--- config.mk ---
export PLATFORM = sky130hd
export DESIGN_NAME = uart_tx_peripheral
export DESIGN_NICKNAME = d
export VERILOG_FILES = /design/src/rtl/uart_tx_peripheral_pkg.sv /design/src/rtl/uart_tx_fifo.sv /design/src/rtl/uart_tx_peripheral.sv
export SDC_FILE = /design/constraint.sdc
export NUM_CORES = 1
export LEC_CHECK = 0
export ABC_AREA = 1
export BUFFER_PORTS_ARGS = -buffer_cell sky130_fd_sc_hd__buf_2
export CORE_ASPECT_RATIO = 1.75
export CORE_MARGIN = 2
export CORE_UTILIZATION = 50
export DETAILED_ROUTE_END_ITERATION = 10
export PLACE_DENSITY = 0.71
export SLEW_MARGIN = 25
export SYNTH_ARGS = -nofsm -noshare
export SYNTH_HDL_FRONTEND = slang
export SYNTH_HIERARCHICAL = 1
export SYNTH_SLANG_ARGS = --single-unit
--- constraint.sdc ---
create_clock -name clock -period 7.85 [get_ports clock]
set_input_delay 0 -clock clock [delete_from_list [all_inputs] [get_ports clock]]
set_output_delay 0 -clock clock [all_outputs]
set_load 0.01 [all_outputs]
--- src/rtl/uart_tx_peripheral_pkg.sv ---
`default_nettype none
// ============================================================================
//  Module   : uart_tx_peripheral_pkg
//  Purpose  : Shared definitions for the CPU memory/branch decode and the UART
//             transmit peripheral: status bit positions, transmitter FSM
//             state encodings and a helper that packs the status word.
//  Ports    : (package - none)
//  Revision : 1.0  initial release
// ============================================================================
package uart_tx_peripheral_pkg;

    // Memory access size encodings used by the load/store unit.
    localparam logic [1:0] MEM_BYTE = 2'd0;
    localparam logic [1:0] MEM_HALF = 2'd1;
    localparam logic [1:0] MEM_WORD = 2'd2;

    // Branch condition encodings used by the branch unit.
    localparam logic [2:0] BRANCH_NONE = 3'd0;
    localparam logic [2:0] BRANCH_EQ   = 3'd1;
    localparam logic [2:0] BRANCH_NE   = 3'd2;
    localparam logic [2:0] BRANCH_LT   = 3'd3;
    localparam logic [2:0] BRANCH_GE   = 3'd4;

    // UART status word bit positions.
    localparam int STATUS_FULL_BIT     = 0;
    localparam int STATUS_EMPTY_BIT    = 1;
    localparam int STATUS_BUSY_BIT     = 2;
    localparam int STATUS_OVERFLOW_BIT = 3;

    // UART transmitter FSM state encodings.
    localparam int         TX_STATE_W = 2;
    localparam logic [1:0] TX_IDLE    = 2'd0;
    localparam logic [1:0] TX_START   = 2'd1;
    localparam logic [1:0] TX_DATA    = 2'd2;
    localparam logic [1:0] TX_STOP    = 2'd3;

    // Pack the status flags into the 32-bit CPU-visible word; upper bits zero.
    function automatic logic [31:0] build_status(
        input logic full,
        input logic empty,
        input logic busy,
        input logic overflow
    );
        logic [31:0] s;
        s                      = '0;
        s[STATUS_FULL_BIT]     = full;
        s[STATUS_EMPTY_BIT]    = empty;
        s[STATUS_BUSY_BIT]     = busy;
        s[STATUS_OVERFLOW_BIT] = overflow;
        return s;
    endfunction

endpackage
`default_nettype wire

--- src/rtl/uart_tx_fifo.sv ---
`default_nettype none
// ============================================================================
//  Module   : uart_tx_fifo
//  Purpose  : Byte FIFO feeding the UART transmitter. A push into a full FIFO
//             is accepted only when a pop happens in the same cycle.
//  Ports    : clock, reset      - clock, synchronous active-high reset
//             push_i, push_data_i - write strobe and byte
//             pop_i             - remove head (ignored when empty)
//             pop_data_o        - current head byte
//             count_o           - occupancy, 0..FIFO_DEPTH
//  Revision : 1.0  initial release
// ============================================================================
module uart_tx_fifo #(
    parameter int FIFO_DEPTH = 4
) (
    input  logic                          clock,
    input  logic                          reset,
    input  logic                          push_i,
    input  logic [7:0]                    push_data_i,
    input  logic                          pop_i,
    output logic [7:0]                    pop_data_o,
    output logic [$clog2(FIFO_DEPTH):0]   count_o
);

    localparam int PTR_W = $clog2(FIFO_DEPTH);
    localparam int CNT_W = PTR_W + 1;

    logic [7:0]       mem_q [FIFO_DEPTH];
    logic [PTR_W-1:0] wr_ptr_q, wr_ptr_d;
    logic [PTR_W-1:0] rd_ptr_q, rd_ptr_d;
    logic [CNT_W-1:0] count_q, count_d;
    logic             w_full;
    logic             w_empty;
    logic             w_do_push;
    logic             w_do_pop;

    assign w_full    = (count_q == CNT_W'(FIFO_DEPTH));
    assign w_empty   = (count_q == '0);
    assign w_do_pop  = pop_i && !w_empty;
    // A slot freed by a same-cycle pop may be reused immediately.
    assign w_do_push = push_i && (!w_full || w_do_pop);

    always_comb begin
        wr_ptr_d = wr_ptr_q;
        rd_ptr_d = rd_ptr_q;
        count_d  = count_q;
        if (w_do_push) begin
            wr_ptr_d = wr_ptr_q + PTR_W'(1);
        end
        if (w_do_pop) begin
            rd_ptr_d = rd_ptr_q + PTR_W'(1);
        end
        if (w_do_push && !w_do_pop) begin
            count_d = count_q + CNT_W'(1);
        end else if (w_do_pop && !w_do_push) begin
            count_d = count_q - CNT_W'(1);
        end
    end

    always_ff @(posedge clock) begin
        if (reset) begin
            wr_ptr_q <= '0;
            rd_ptr_q <= '0;
            count_q  <= '0;
        end else begin
            wr_ptr_q <= wr_ptr_d;
            rd_ptr_q <= rd_ptr_d;
            count_q  <= count_d;
        end
    end

    // Storage needs no reset: only entries covered by count are ever read.
    always_ff @(posedge clock) begin
        if (!reset && w_do_push) begin
            mem_q[wr_ptr_q] <= push_data_i;
        end
    end

    assign pop_data_o = mem_q[rd_ptr_q];
    assign count_o    = count_q;

endmodule
`default_nettype wire

--- src/rtl/uart_tx_peripheral.sv ---
`default_nettype none
// ============================================================================
//  Module   : uart_tx_peripheral
//  Purpose  : Memory-mapped 8N1 UART transmitter with a small byte FIFO and a
//             sticky overflow flag.
//  Ports    : clock, reset     - CPU clock, synchronous active-high reset
//             wr_en, wr_data   - store strobe and byte to transmit
//             clear_overflow   - clears the sticky overflow flag
//             status[31:0]     - [0] full [1] empty [2] busy [3] overflow
//             tx               - registered serial line, idle high
//  Revision : 1.0  initial release
// ============================================================================
module uart_tx_peripheral
    import uart_tx_peripheral_pkg::*;
#(
    parameter int CLKS_PER_BIT = 469,
    parameter int FIFO_DEPTH   = 4
) (
    input  logic        clock,
    input  logic        reset,
    input  logic        wr_en,
    input  logic [7:0]  wr_data,
    input  logic        clear_overflow,
    output logic [31:0] status,
    output logic        tx
);

    localparam int               BAUD_W    = $clog2(CLKS_PER_BIT);
    localparam int               CNT_W     = $clog2(FIFO_DEPTH) + 1;
    localparam logic [BAUD_W-1:0] BAUD_LAST = BAUD_W'(CLKS_PER_BIT - 1);

    logic [TX_STATE_W-1:0] state_q, state_d;
    logic [BAUD_W-1:0]     baud_q, baud_d;
    logic [2:0]            bit_q, bit_d;
    logic [7:0]            shift_q, shift_d;
    logic                  tx_q, tx_d;
    logic                  overflow_q, overflow_d;

    logic [7:0]            w_head;
    logic [CNT_W-1:0]      w_count;
    logic                  w_full;
    logic                  w_empty;
    logic                  w_bit_end;
    logic                  w_pop;

    uart_tx_fifo #(
        .FIFO_DEPTH (FIFO_DEPTH)
    ) u_fifo (
        .clock       (clock),
        .reset       (reset),
        .push_i      (wr_en),
        .push_data_i (wr_data),
        .pop_i       (w_pop),
        .pop_data_o  (w_head),
        .count_o     (w_count)
    );

    assign w_full    = (w_count == CNT_W'(FIFO_DEPTH));
    assign w_empty   = (w_count == '0);
    assign w_bit_end = (baud_q == BAUD_LAST);

    // ------------------------------------------------------------------
    // State register (together with the datapath registers it steers)
    // ------------------------------------------------------------------
    always_ff @(posedge clock) begin
        if (reset) begin
            state_q    <= TX_IDLE;
            baud_q     <= '0;
            bit_q      <= '0;
            shift_q    <= '0;
            tx_q       <= 1'b1;
            overflow_q <= 1'b0;
        end else begin
            state_q    <= state_d;
            baud_q     <= baud_d;
            bit_q      <= bit_d;
            shift_q    <= shift_d;
            tx_q       <= tx_d;
            overflow_q <= overflow_d;
        end
    end

    // ------------------------------------------------------------------
    // Next-state logic
    // ------------------------------------------------------------------
    always_comb begin
        state_d = state_q;
        case (state_q)
            TX_IDLE: begin
                if (!w_empty) begin
                    state_d = TX_START;
                end
            end
            TX_START: begin
                if (w_bit_end) begin
                    state_d = TX_DATA;
                end
            end
            TX_DATA: begin
                if (w_bit_end && (bit_q == 3'd7)) begin
                    state_d = TX_STOP;
                end
            end
            TX_STOP: begin
                // Back-to-back frames: go straight to a new start bit.
                if (w_bit_end) begin
                    state_d = w_empty ? TX_IDLE : TX_START;
                end
            end
            default: state_d = TX_IDLE;
        endcase
    end

    // ------------------------------------------------------------------
    // Output / datapath logic
    // ------------------------------------------------------------------
    always_comb begin
        w_pop      = 1'b0;
        baud_d     = (w_bit_end || (state_q == TX_IDLE)) ? '0 : baud_q + BAUD_W'(1);
        bit_d      = bit_q;
        shift_d    = shift_q;
        tx_d       = tx_q;

        case (state_q)
            TX_IDLE: begin
                if (!w_empty) begin
                    w_pop   = 1'b1;
                    shift_d = w_head;
                    tx_d    = 1'b0;
                end
            end
            TX_START: begin
                // The shift register is drained LSB first.
                if (w_bit_end) begin
                    tx_d    = shift_q[0];
                    shift_d = {1'b0, shift_q[7:1]};
                    bit_d   = '0;
                end
            end
            TX_DATA: begin
                if (w_bit_end) begin
                    // The 3-bit index wraps to zero only on the last data bit.
                    bit_d = bit_q + 3'd1;
                    if (bit_q == 3'd7) begin
                        tx_d = 1'b1;
                    end else begin
                        tx_d    = shift_q[0];
                        shift_d = {1'b0, shift_q[7:1]};
                    end
                end
            end
            TX_STOP: begin
                if (w_bit_end && !w_empty) begin
                    w_pop   = 1'b1;
                    shift_d = w_head;
                    tx_d    = 1'b0;
                end
            end
            default: begin
                tx_d = 1'b1;
            end
        endcase

        // A drop in the same cycle as a clear keeps the flag set.
        if (wr_en && w_full && !w_pop) begin
            overflow_d = 1'b1;
        end else if (clear_overflow) begin
            overflow_d = 1'b0;
        end else begin
            overflow_d = overflow_q;
        end
    end

    assign status = build_status(w_full, w_empty, (state_q != TX_IDLE), overflow_q);
    assign tx     = tx_q;

endmodule
`default_nettype wire

# Word-level counts from Yosys, hierarchy flattened
# Memories as Yosys holds them, arrays and structs flattened. A register that Yosys moved wholly into a read port is not among the register bits.
# Index checks and enable logic that the tools add are counted.
# Widths: inputs -> output; s select.
# word_totals
reg_bits	31
latch_bits	0
mem_bits_rw	32
memories	1
output_inout_bits	33
word_cells	89
romBits	0
# op_classes
multipliers	0
n_shift	0
div	0
add_sub_neg	6
eq_ne	13
mux	32
order_cmp	0
bitwise	0
reduce_logical	28
# memory_table
name	words	word_bits	read_ports	rd_clocked_by_memory_dff	write_ports	line	source
u_fifo.mem_q	4	8	1	1	1	uart_tx_fifo.sv:28	logic [7:0] mem_q [FIFO_DEPTH];
# ops
operator	n
$mux 8	5
$pmux 8 s4	1
$ne 2x2->1 const B	7
$mux 1	12
$mux 2	6
$mux 3	4
$add 9x1->9 const B	1
$eq 9x9->1 const B	1
$logic_and 1x1->1	9
$pmux 2 s4	1
$reduce_and 4->1	2
$reduce_bool 2->1	4
$add 3x1->3 const B	2
$eq 3x3->1 const B	2
$logic_not 1->1	6
$pmux 3 s2	1
$reduce_and 5->1	1
$add 2x1->2 const B	2
$eq 2x2->1 const B	2
$pmux 1 s4	1
$logic_not 3->1	1
$reduce_and 3->1	1
$sub 3x1->3 const B	1
$eq 2x1->1 const B	1
other kinds (4)	5

# Logic depth before layout (Yosys ltp)
# depth
word_depth	12
depth_mapped	19
depth_no_buf	19

# Hierarchy
# The synthesis kept the hierarchy.
# by_module_without_submodules
module	cells_each	area_per_inst_um2	seq_area_each_um2	instances
uart_tx_fifo	146	1695.4	1141.1	1
uart_tx_peripheral	235	1664.1	480.5	1

# Least setup slack after synthesis
# No wires, ideal clock.
# synth_timing
kind	flip-flop to flip-flop
startpoint	reg state_q[0]
endpoint	reg u_fifo.count_q[2], in the netlist u_fifo/count_o[2]
path_slack_ns	5.390
required_ns	7.737
arrival_ns	2.347
n_path_buf	1
setup_time_ns	0.113
synth_period_minus_slack_ns	2.460
path_stages_with_launch	18
path_cell_list	dfxtp_1 inv_1 ha_1 buf_2 inv_1 nand2_1 inv_1 nor2_1 a21boi_2 ha_1 inv_1 fa_1 inv_1 nand2_1 nand3_1 nand2_1 nand2_1 nor2_1
# synth_via
elab_chain_len	8
elab_cells_between_ends	12
# synth_rtl
element	line	source
from (decl)	uart_tx_peripheral.sv:32	logic [TX_STATE_W-1:0] state_q, state_d;
from (signal assigned)	uart_tx_peripheral.sv:74	state_q <= state_d;
$eq 2x2->1 / $logic_not 2->1 (equally long branches)	uart_tx_peripheral.sv:124	case (state_q)
$pmux 1 s2 (*)	uart_tx_peripheral.sv:124	
net w_pop	uart_tx_peripheral.sv:44	logic w_pop;
$logic_and 1x1->1 (*)	uart_tx_fifo.sv:39	assign w_do_pop = pop_i && !w_empty;
$logic_or 1x1->1	uart_tx_fifo.sv:41	assign w_do_push = push_i && (!w_full || w_do_pop);
$logic_and 1x1->1	uart_tx_fifo.sv:41	
$logic_not 1->1	uart_tx_fifo.sv:55	end else if (w_do_pop && !w_do_push) begin
$logic_and 1x1->1	uart_tx_fifo.sv:55	
$reduce_bool 2->1 (no source line)	-	
to (signal assigned)	uart_tx_fifo.sv:68	count_q <= count_d;
to (decl)	uart_tx_fifo.sv:31	logic [CNT_W-1:0] count_q, count_d;
# Mark *: on every way through the listed nets, which the timed path passes. The rest lies on a longest branch.
# A chain may end at the register's enable or synchronous reset.

# Worst setup path in the final report
# layout_timing
startpoint	reg state_q[0]
endpoint	reg u_fifo.count_q[1], in the netlist u_fifo/count_o[1]
# layout_via
elab_cells_between_ends	12
# layout_rtl
element	line	source
$eq 2x2->1 / $logic_not 2->1 (equally long branches)	uart_tx_peripheral.sv:124	
$pmux 1 s2 (*)	uart_tx_peripheral.sv:124	
net w_pop	uart_tx_peripheral.sv:44	
$logic_and 1x1->1 (*)	uart_tx_fifo.sv:39	
$logic_or 1x1->1	uart_tx_fifo.sv:41	
$logic_and 1x1->1	uart_tx_fifo.sv:41	
$logic_and 1x1->1 (*)	uart_tx_fifo.sv:53	if (w_do_push && !w_do_pop) begin
$mux 3 (*)	uart_tx_fifo.sv:53	
net u_fifo.count_d[1]	uart_tx_fifo.sv:31	
# Marks and branches as above.

==> metrics.md <==
| Metric | Value |
|---|---|
| Nets | `437` |
| GRT Residual Overflow | `0` |
| Row count | `39` |
| Post-DP HPWL | `4380 µm` |
| Slew @ Worst Pin | `716 ps` |
| Seq/Total Area, Yosys | `0.483` |
| Peak VDD IR | `0.306 mV` |
| Worst hold path startpoint | `wr_data[7]` |
| Worst setup startpoint | `state_q[0]$_SDFFE_PP0P_` |
| FFs w/ async S/R, synth | `0` |
| Die footprint | `7420 µm²` |
| Crit-path slowest cell | `ha_1` |
| Setup TNS | `0 ps` |
| Status | `finished, final reports clean` |
| P_leak | `1.65 nW` |
| Top cell type's share of synthesized area | `0.286` |
| GRT Resource Usage Total | `0.181` |
| Post-DP Area | `3360 µm²` |
| # IOs | `45` |
| CTS tree | `yes` |
| Finished Core Util | `0.577` |
| Register bit total from synthesis | `65` |
| Crit. End Element | `flop` |
| Later-pin clock latency in the skew report | `330 ps` |
| Clock Skew | `9.59 ps` |
| Syn avg cell area | `8.82 µm²` |
| Critical Path RT | `8070 ps` |
| FF-to-FF path depth | `12` |
| Worst path bufs/invs | `4` |
| Initial antenna violation count | `0` |
| Total Wirelength | `5850 µm` |
| Area Growth Syn to Fin | `12.2%` |
| Unrepaired setup endpoints after global routing | `false` |
| H-Tree Depth | `3` |
| Kind of critical path | `reg2reg` |
| Area leader, netlist | `edfxtp_1` |
| Die width | `66.0 µm` |
| FF-to-FF Start | `state_q[0]$_SDFFE_PP0P_` |
| Pre-CTS setup slack | `5120 ps` |
| CTS max path bufs | `2` |
| CP Data Arrival Time | `2980 ps` |
| Core Footprint | `6540 µm²` |
| # port buffers | `16` |
| CTS buffer count | `9` |
| Worst path max stage delay | `630 ps` |
| Top_reg_cell synth | `dfxtp_1` |
| Vias in the first global route | `2,270` |
| Crit path max fanout | `12` |
| Clk slew on worst S/H paths | `50 ps` |
| Pwr/cell area | `345 nW/µm²` |
| Final ANT Viol Nets | `0` |
| Largest net degree at the start of global routing | `18` |
| Syn Std Cell Area | `3360 µm²` |
| Drt pass-1 iters | `4` |
| Cells after synthesis | `381` |
| Final setup violation count | `0` |
| Finished Cell Area | `3770 µm²` |
| Most common library cells after synthesis | `59 x nand2_1, 50 x inv_1, 48 x nor2_1` |
| CP Depth | `12` |
| Root buf cell | `clkbuf_16` |
| Yosys warnings | `6` |
| Final std cells w/o fill | `497` |
| Drt initial violations | `80` |
| Tot Pwr | `1.30 mW` |
| Main area contributors after synthesis | `edfxtp_1 29%, dfxtp_1 20%, buf_4 7.2%` |
| Cell mode on critical path | `inv_1` |
| Distinct cells, synth | `35` |
| Register-to-register setup slack | `5090 ps` |
| Setup bufs post-CTS | `0` |
| Placed cell count | `469` |
| Family with the most delay on the worst path | `adder cells` |
| Avg WL per Cell | `11.8 µm` |
| Ratio of cells with drive above 1 in the final layout | `0.118` |
| Final hold violations | `0` |
| Final worst-path setup slack | `5090 ps` |
| Worst path cell trace | `inv_1 -> ha_1 -> inv_1 -> nand2_1 -> inv_1 -> nor2_1 -> a21boi_2 -> ha_1 -> inv_1 -> fa_1 -> o21ai_0 -> nor2_1` |
| DRC viols | `0` |
| Smallest hold slack | `422 ps` |
| Max-slew violation count | `0` |
| Clock net sink count | `65` |
| Via count | `2,372` |
| Worst Hold Class | `in2reg` |
| First-pass GRT wire length | `9940 µm` |
| Starting Density | `0.514` |
| EDFF count, synth | `32` |
| Count leader, synth | `nand2_1` |
| Slew margin rel. | `0.521` |
| Crit path time final | `2760 ps` |
| F_max | `0.362 GHz` |
| Max-Cap Viols | `0` |
| GP Congestion | `0.832` |
| Period utilisation layout | `0.351` |
| Worst Hold Depth | `2` |
| Avg Vias per Cell | `4.77` |
| Fillers | `602` |
| Die Y | `112 µm` |
| Startpoint Class | `flop` |
| Ant diodes | `0` |
worst register-to-register path: stages, from the launching register on:
cell and delay (ps):
dfxtp_1 390, inv_1 110, ha_1 630, inv_1 160, nand2_1 120, inv_1 90, nor2_1 170, a21boi_2 80
ha_1 200, inv_1 90, fa_1 400, o21ai_0 160, nor2_1 50
registers in the layout, indices dropped and copies added (netlist names), named ones only:
register and count:
state_q 2, tx 1, bit_q 3, baud_q 9, u_fifo/mem_q 32, u_fifo/wr_ptr_q 2
u_fifo/rd_ptr_q 2, u_fifo/count_o 3, shift_q 8, overflow_q 1
final cells by class:
| type | instances | area, µm² | share of cell area |
|---|---|---|---|
| flip-flops and latches | 65 | 1620 | 0.430 |
| multi-input cells | 253 | 1360 | 0.360 |
| clock buffers | 11 | 233 | 0.0617 |
| repair buffers | 28 | 200 | 0.0531 |
| inverters | 53 | 199 | 0.0528 |
| well taps | 82 | 103 | 0.0272 |
| clock inverters | 5 | 56.3 | 0.0149 |
worst paths after layout:
path / to
worst min-delay path: u_fifo/mem_q[3][7]$_DFFE_PP_
worst max register to register: u_fifo/count_o[1]$_SDFFE_PP0P_
worst max-delay path: u_fifo/count_o[1]$_SDFFE_PP0P_
worst min register to register: tx$_SDFFE_PP1P_
repair_timing:
action | in CTS | in global routing
hold buffers | 12 | 0
gates resized for setup | 0 | 0
endpoints found under the hold margin | 39 | 0
endpoints found under the setup margin | 0 | 0
layout by cell type (no fill, tap or decap), drive strengths merged:
cell / count
nand2: 63
inv: 53
nor2: 51
dfxtp: 33
edfxtp: 32
conb: 28
a21oi: 20
o21ai: 18
nand3: 17
buf: 16
ha: 14
dlygate4sd3: 12
clkbuf: 11
nand4: 10
o22ai: 8
nor3: 8
mux2i: 7
or2: 3
clkinv: 3
and3: 2
nand3b: 1
bufinv: 1
clkinvlp: 1
a21boi: 1
xor2: 1
fa: 1
kinds of logic after synthesis:
group,synth area share
simple gates,0.210
buf+inv,0.143
flops,0.483
compound gates,0.0816
fa+ha+maj,0.0581
mux,0.0209
other cells,0.00112
xor+xnor,0.00261
per-layer routing:
layer  vias up  part of all wire  track usage
li1       1243                 -            -
met1      1080              0.39        0.180
met2        40              0.56        0.323
met3         9             0.030       0.0591
met4         0             0.024       0.0925
met5         -                 0            0
power by group:
group / internal [mW] / total [mW] / switching [mW]
logic: 0.172 / 0.452 / 0.280
clock network: 0.245 / 0.385 / 0.140
registers: 0.415 / 0.464 / 0.0492
(Power assumes the default switching activity.)
